$ cat src/rtl/sram_mem_ctrl.sv
// sram_mem_ctrl: splits each 32-bit MEM-stage load/store into two halfword
// accesses (low half first) on a 16-bit asynchronous SRAM and freezes the
// pipeline via ready while the access is in flight.
module sram_mem_ctrl #(
    parameter int unsigned BASE_ADDR     = 1024,
    parameter int unsigned ACCESS_CYCLES = 3,
    parameter int unsigned SRAM_AW       = 18
) (
    input  logic               clk,
    input  logic               rst,
    input  logic               rd_en,
    input  logic               wr_en,
    input  logic [31:0]        address,
    input  logic [31:0]        write_data,
    output logic [31:0]        read_data,
    output logic               ready,
    output logic [SRAM_AW-1:0] sram_addr,
    input  logic [15:0]        sram_dq_i,
    output logic [15:0]        sram_dq_o,
    output logic               sram_dq_oe,
    output logic               sram_we_n
);

    localparam int CW = (ACCESS_CYCLES > 1) ? $clog2(ACCESS_CYCLES) : 1;
    localparam logic [CW-1:0] CNT_LAST = CW'(ACCESS_CYCLES - 1);

    typedef enum logic [1:0] {
        S_IDLE,
        S_LOW,
        S_HIGH,
        S_DONE
    } state_t;

    state_t               state_q, state_d;
    logic [CW-1:0]        cnt_q, cnt_d;
    logic                 wr_op_q, wr_op_d;
    logic [SRAM_AW-2:0]   idx_q, idx_d;
    logic [31:0]          wdata_q, wdata_d;
    logic [31:0]          read_data_q, read_data_d;
    logic [SRAM_AW-1:0]   sram_addr_q, sram_addr_d;
    logic [15:0]          dq_o_q, dq_o_d;
    logic                 oe_q, oe_d;
    logic                 we_n_q, we_n_d;
    logic [SRAM_AW-2:0]   idx_in;

    // Word index relative to the SRAM window; the cast drops high bits so
    // out-of-range addresses simply wrap around the device.
    assign idx_in = (SRAM_AW-1)'((address - BASE_ADDR) >> 2);

    // Next-state, pin and freeze decode; pins are computed one edge ahead so
    // they come straight out of registers.
    always_comb begin
        state_d     = state_q;
        cnt_d       = cnt_q;
        wr_op_d     = wr_op_q;
        idx_d       = idx_q;
        wdata_d     = wdata_q;
        read_data_d = read_data_q;
        sram_addr_d = sram_addr_q;
        dq_o_d      = dq_o_q;
        oe_d        = oe_q;
        we_n_d      = we_n_q;
        ready       = 1'b1;
        case (state_q)
            S_IDLE: begin
                if (rd_en | wr_en) begin
                    ready       = 1'b0;
                    state_d     = S_LOW;
                    cnt_d       = '0;
                    wr_op_d     = wr_en;
                    idx_d       = idx_in;
                    wdata_d     = write_data;
                    sram_addr_d = {idx_in, 1'b0};
                    if (wr_en) begin
                        dq_o_d = write_data[15:0];
                        oe_d   = 1'b1;
                        we_n_d = 1'b0;
                    end else begin
                        oe_d   = 1'b0;
                        we_n_d = 1'b1;
                    end
                end
            end
            S_LOW: begin
                ready = 1'b0;
                if (cnt_q == CNT_LAST) begin
                    cnt_d       = '0;
                    state_d     = S_HIGH;
                    sram_addr_d = {idx_q, 1'b1};
                    dq_o_d      = wdata_q[31:16];
                    if (!wr_op_q) begin
                        read_data_d[15:0] = sram_dq_i;
                    end
                end else begin
                    cnt_d = cnt_q + 1'b1;
                end
            end
            S_HIGH: begin
                ready = 1'b0;
                if (cnt_q == CNT_LAST) begin
                    cnt_d   = '0;
                    state_d = S_DONE;
                    oe_d    = 1'b0;
                    we_n_d  = 1'b1;
                    if (!wr_op_q) begin
                        read_data_d[31:16] = sram_dq_i;
                    end
                end else begin
                    cnt_d = cnt_q + 1'b1;
                end
            end
            S_DONE: begin
                // Same instruction is still on rd_en/wr_en here, so ignore it.
                state_d = S_IDLE;
            end
            default: begin
                state_d = S_IDLE;
            end
        endcase
    end

    // State and output registers; reset abandons any access in flight.
    always_ff @(posedge clk) begin
        if (rst) begin
            state_q     <= S_IDLE;
            cnt_q       <= '0;
            wr_op_q     <= 1'b0;
            idx_q       <= '0;
            wdata_q     <= '0;
            read_data_q <= '0;
            sram_addr_q <= '0;
            dq_o_q      <= '0;
            oe_q        <= 1'b0;
            we_n_q      <= 1'b1;
        end else begin
            state_q     <= state_d;
            cnt_q       <= cnt_d;
            wr_op_q     <= wr_op_d;
            idx_q       <= idx_d;
            wdata_q     <= wdata_d;
            read_data_q <= read_data_d;
            sram_addr_q <= sram_addr_d;
            dq_o_q      <= dq_o_d;
            oe_q        <= oe_d;
            we_n_q      <= we_n_d;
        end
    end

    assign read_data  = read_data_q;
    assign sram_addr  = sram_addr_q;
    assign sram_dq_o  = dq_o_q;
    assign sram_dq_oe = oe_q;
    assign sram_we_n  = we_n_q;

endmodule

$ cat config.mk
export PLATFORM = sky130hd
export DESIGN_NAME = sram_mem_ctrl
export DESIGN_NICKNAME = d
export VERILOG_FILES = /design/src/rtl/sram_mem_ctrl.sv
export SDC_FILE = /design/constraint.sdc
export NUM_CORES = 1
export LEC_CHECK = 0
export CAP_MARGIN = 10
export CORE_MARGIN = 1
export CORE_UTILIZATION = 25
export DETAILED_ROUTE_END_ITERATION = 7
export PLACE_DENSITY = 0.58
export REMOVE_ABC_BUFFERS = 1
export SLEW_MARGIN = 20
export SYNTH_ARGS = -nofsm -noshare
export SYNTH_HDL_FRONTEND = slang
export SYNTH_SLANG_ARGS = --single-unit
$ cat constraint.sdc
create_clock -name clk -period 1.6 [get_ports clk]
set_clock_uncertainty 0.05 [all_clocks]
set_input_delay 0.16 -clock clk [delete_from_list [all_inputs] [get_ports clk]]
set_output_delay 0.16 -clock clk [all_outputs]
set_load 0.05 [all_outputs]
* Word level (Yosys, flattened, before mapping)
Cells that the tools add are included.
** Storage, ports and cells
- Register bits after elaboration :: 122
- Word-level logic and storage cells :: 60
- Input bits :: 84
** Operators by class
- Reductions and logical operators :: 13
- Multiplexer cells :: 24
- Add/sub/neg operators :: 2
- Equal/unequal tests :: 8
- Bitwise operators :: 2
** Operators by type and width (number)
- two-way mux 16 bit :: 3
- two-way mux 18 bit :: 2
- case mux 18 bit (2 select lines) :: 1
- case mux 16 bit (2 select lines) :: 1
- subtractor 19 x 11 -> 19 bit (second input constant) :: 1
- AND reduction 3 bit :: 5
- two-way mux 2 bit :: 5
- != test 2 bit (second input constant) :: 4
- case mux 2 bit (4 select lines) :: 1
- two-way mux 1 bit :: 7
- equality test 2 bit (second input constant) :: 3
- case mux 1 bit (2 select lines) :: 3
- nonzero test 2 bit :: 3
- case mux 2 bit (2 select lines) :: 1
- AND reduction 2 bit :: 2
- AND reduction 4 bit :: 1
- adder 2 x 1 -> 2 bit (second input constant) :: 1
- equality test 2 x 1 -> 1 bit (second input constant) :: 1
- logical NOT 2 bit :: 1
- OR reduction 2 bit :: 1
- inverter 1 bit :: 1
- OR 1 bit :: 1

* Depth between registers and ports, before layout
- Depth in word-level cells :: 4
- Depth in mapped cells :: 8
- Depth with buffers taken out :: 7

* Worst setup path before layout
Ideal clock, no wire load.
- Path type :: register to register
- Start point :: reg state_q[0]
- End point :: reg sram_addr_q[16], in the netlist sram_addr[16]
- Required time :: 1.428 ns
- Slack :: -0.201 ns
- Arrival time :: 1.629 ns
- Path buffers :: 1
- Cell stages (with the launch flop) :: 8
- Period minus slack after synthesis :: 1.801 ns
- Cells stage by stage :: dfxtp_1 inv_1 ha_1 nor3b_4 a211o_1 buf_6 nor3_1 a221o_1
** Between the ends
- Cells in the longest elaborated chain, start to end :: 3
- Elaborated cells on any way between the ends :: 7
** RTL lines
- start, declared :: RTL line 34 : state_t state_q, state_d;
- start signal, assigned :: RTL line 136 : state_q <= state_d;
- equality test 2 x 1 -> 1 bit or logical NOT 2 bit (tied branches) :: RTL line 64 : case (state_q)
- != test 2 bit (no line) or nonzero test 2 bit (tied branches)
- AND reduction 3 bit (no line)
- end signal, assigned :: RTL line 142 : sram_addr_q <= sram_addr_d;
- end, declared :: RTL line 40 : logic [SRAM_AW-1:0] sram_addr_q, sram_addr_d;
Parallel ways exist; a longest one is shown, timed or not.
A chain may end at the register's enable or synchronous reset.

* Worst setup path after layout
- Start point :: reg state_q[0]
- End point :: reg sram_addr_q[17], in the netlist sram_addr[17]
Same word-level chain as after synthesis.

==> metrics.md <==
| Metric | Value |
|---|---|
| Clock power share | 16.0% |
| Root Driver | clkbuf_16 |
| Final setup violation count | 35 |
| Antenna cells | 0 |
| Sequential share of power | 27.2% |
| Non-filler instance count after layout | 920 |
| Share of layout cells above drive strength 1 | 27.8% |
| Combinational Power Share | 56.8% |
| I/O Buffers | 137 |
| Status | finished, violations left |
| PwrDens | 1940 mW/mm2 |
| Die width | 135 um |
| Hold slack | 0.0121 ns |
| Failing checks | negative setup slack |
| Worst Path Max Fanout | 5 |
| Initial antenna violation count | 0 |
| Pre-CTS setup slack | -0.273 ns |
| Via count | 4262 |
| Critical-path cell list | inv_2, ha_4, nor3b_4, buf_6, a211o_4, or3_1, o211ai_1 |
| Clk Latency, worst-skew pair | 0.35 ns |
| Max Fclk | 0.575 GHz |
| Num rows | 48 |
| Slowest library cell on the worst path | dfxtp_2 |
| Post-Synthesis Cells | 522 |
| Crit end category | flip-flop |
| Largest net degree at the start of global routing | 69 |
| Yosys cell types | 42 |
| Hold buffers post-CTS | 0 |
| Die area | 0.0181 mm2 |
| Filler Cell Count | 1694 |
| EDFF count, synth | 0 |
| CTS Buf Count | 9 |
| Hpwl dp | 8810 um |
| CTS tree | done |
| Arr. time, crit path | 1.97 ns |
| Final Worst Setup Slack | -0.139 ns |
| Fin Setup TNS | -2.94 ns |
| WL/cell | 15.1 um |
| Slew headroom | 75.8% |
| Worst-path clk slew | 0.07 ns |
| Switching share of power | 42.0% |
| Asr flop ratio synth | 0% |
| Gr usage total | 14.8% |
| Max incr delay on CP | 0.35 ns |
| Post-route ant nets | 0 |
| # H-tree levels | 3 |
| Vias per cell | 4.63 |
| Layout overhead on the synthesized area | 56.8% |
| RSZ-0062 raised after global routing | true |
| Least-Margin Pin Slew | 0.363 ns |
| Residual DRC | 0 |
| Total clock sinks | 106 |
| Fraction of the yosys area taken by sequential cells | 48.3% |
| Min-Delay Path Class | in2reg |
| Internal Power | 7.75 mW |
| CP Class | reg2reg |
| First-pass GRT wire length | 20700 um |
| Total gr overflow | 0 |
| Area of the multi-input gates | 0.00228 mm2 |
| Drt total wl | 13900 um |
| Global placer's final weighted congestion | 0.808 |
| Initial DRC Count | 144 |
| CP Launch Type | flip-flop |
| Most common cell after layout, fill and taps aside | nand2_1 |
| Final Max Tran Viols | 0 |
| Mean Syn Cell Area | 8.41 um2 |
| Drt pass-1 iters | 4 |
| Register area | 0.00212 mm2 |
| Die Y | 135 um |
| Initial core utilization | 25.5% |
| Clk buf depth | 2 |
| Worst vdd ir | 1.14 mV |
| Number of max-cap violations | 0 |
| Crit path time final | 1.74 ns |
| Most frequent cells in the layout | nand2_1, dfxtp_1, buf_4 |
| Post-Place Cells | 885 |
| Final Hold Fails | 0 |
| Net Switching | 5.60 mW |
| Synth warn | 0 |
| Leak Pwr | 2.69 nW |
| Tcrit/Tclk final | 109% |
| Vias in the first global route | 4130 |
| CP Data Required Time | 1.83 ns |
| I/O pin total | 153 |
| Predominant post-synthesis flop cell | dfxtp_1 |
| Final Net Count | 780 |
| Seq cells post-synth | 106 |
| Post-layout util | 39.9% |
| Core outline area | 0.0172 mm2 |
| Post-Syn Area | 0.00439 mm2 |
logic make-up after synthesis:
logic type               count (synthesis)  synth area share (%)
buffers and inverters                   43                  4.65
AND/OR/NAND/NOR                        213                  20.9
AO/OA/AOI/OAI                          123                  17.5
multiplexers                            25                  5.70
XOR/XNOR                                 6                  1.20
flip-flops                             106                  48.3
adder cells (fa/ha/maj)                  6                  1.71
state kept, by name (all words and copies together), names as in the netlist:
name / flops
cnt_q: 2
idx_q: 17
read_data: 32
sram_addr: 18
sram_dq_o: 16
sram_dq_oe: 1
sram_we_n: 1
state_q: 2
wdata_q: 16
wr_op_q: 1
synth_stat cells (all sizes together) (2+ instances only):
| cell type | n | area share [%] |
|---|---|---|
| ha | 6 | 1.7 |
| o211ai | 4 | 0.68 |
| a21oi | 70 | 8.0 |
| nand3b | 2 | 0.34 |
| inv | 7 | 0.60 |
| nor2b | 4 | 0.57 |
| buf | 20 | 2.6 |
| or3b | 2 | 0.40 |
| o21a | 3 | 0.51 |
| nor3b | 3 | 0.88 |
| o21ai | 11 | 1.3 |
| nand2b | 4 | 0.57 |
| dfxtp | 106 | 48 |
| xnor2 | 2 | 0.40 |
| and2 | 3 | 0.43 |
| and3 | 2 | 0.29 |
| clkbuf | 16 | 1.4 |
| nor3 | 7 | 0.80 |
| mux2i | 25 | 5.7 |
| nand2 | 134 | 11 |
| a211oi | 30 | 5.9 |
| nor2 | 40 | 3.4 |
| nand3 | 6 | 0.68 |
| xor2 | 4 | 0.80 |
layer usage:
metal	GRT usage [%]	wire length (um)	vias up
li1	-	-	2103
met2	24.9	6700	135
met1	18.1	6170	2013
met5	0	0	-
met4	3.37	114	0
met3	4.92	923	11
layout make-up:
type                            count  share of cell area [%]
Multi-Input combinational cell    373                    33.1
Sequential cell                   106                    30.9
Timing Repair Buffer              193                    27.4
Tap cell                          225                    4.09
Clock buffer                       13                    3.78
Inverter                            7                   0.418
Clock inverter                      3                   0.345
power by group through the flow:
| stage | Combinational [mW] | Sequential [mW] | Clock (mW) |
|---|---|---|---|
| detailed placement | 5.84 | 3.67 | 0 |
| global route | 8.04 | 3.71 | 2.35 |
| floorplan | 2.45 | 4.77 | 0 |
| global placement | 5.76 | 3.65 | 0 |
| CTS | 6.97 | 3.63 | 2.23 |
| finish | 7.59 | 3.63 | 2.13 |
path summary, 6_finish.rpt:
path                     from             to  slack (ns)  depth (start not counted)
hold / removal            rst   sram_addr[0]        0.01                          2
setup reg to reg   state_q[0]  sram_addr[17]       -0.14                          7
setup / recovery   state_q[0]  sram_addr[17]       -0.14                          7
hold reg to reg   wdata_q[19]    wdata_q[19]        0.41                          2
critical path: cells and delay by family, from the launching register on:
family	cells	cell delay, ns
compound gates	2	0.46
fa+ha+maj	1	0.16
flops	1	0.35
simple gates	2	0.46
buf+inv	2	0.19
through the flow:
stage | instance area [um2] | power (mW)
floorplan | 4210 | 7.22
global placement | 6100 | 9.41
detailed placement | 6100 | 9.51
CTS | 6660 | 12.8
global route | 6880 | 14.1
finish | 6880 | 13.3
repair_timing:
| action | in CTS | in global routing |
|---|---|---|
| setup endpoints to repair | 74 | 68 |
| resized for setup | 38 | 33 |
| pin swaps | 9 | 30 |
| setup buffers | 10 | 5 |
| cloned | 3 | 3 |
Power figures use the tool's default switching activity.
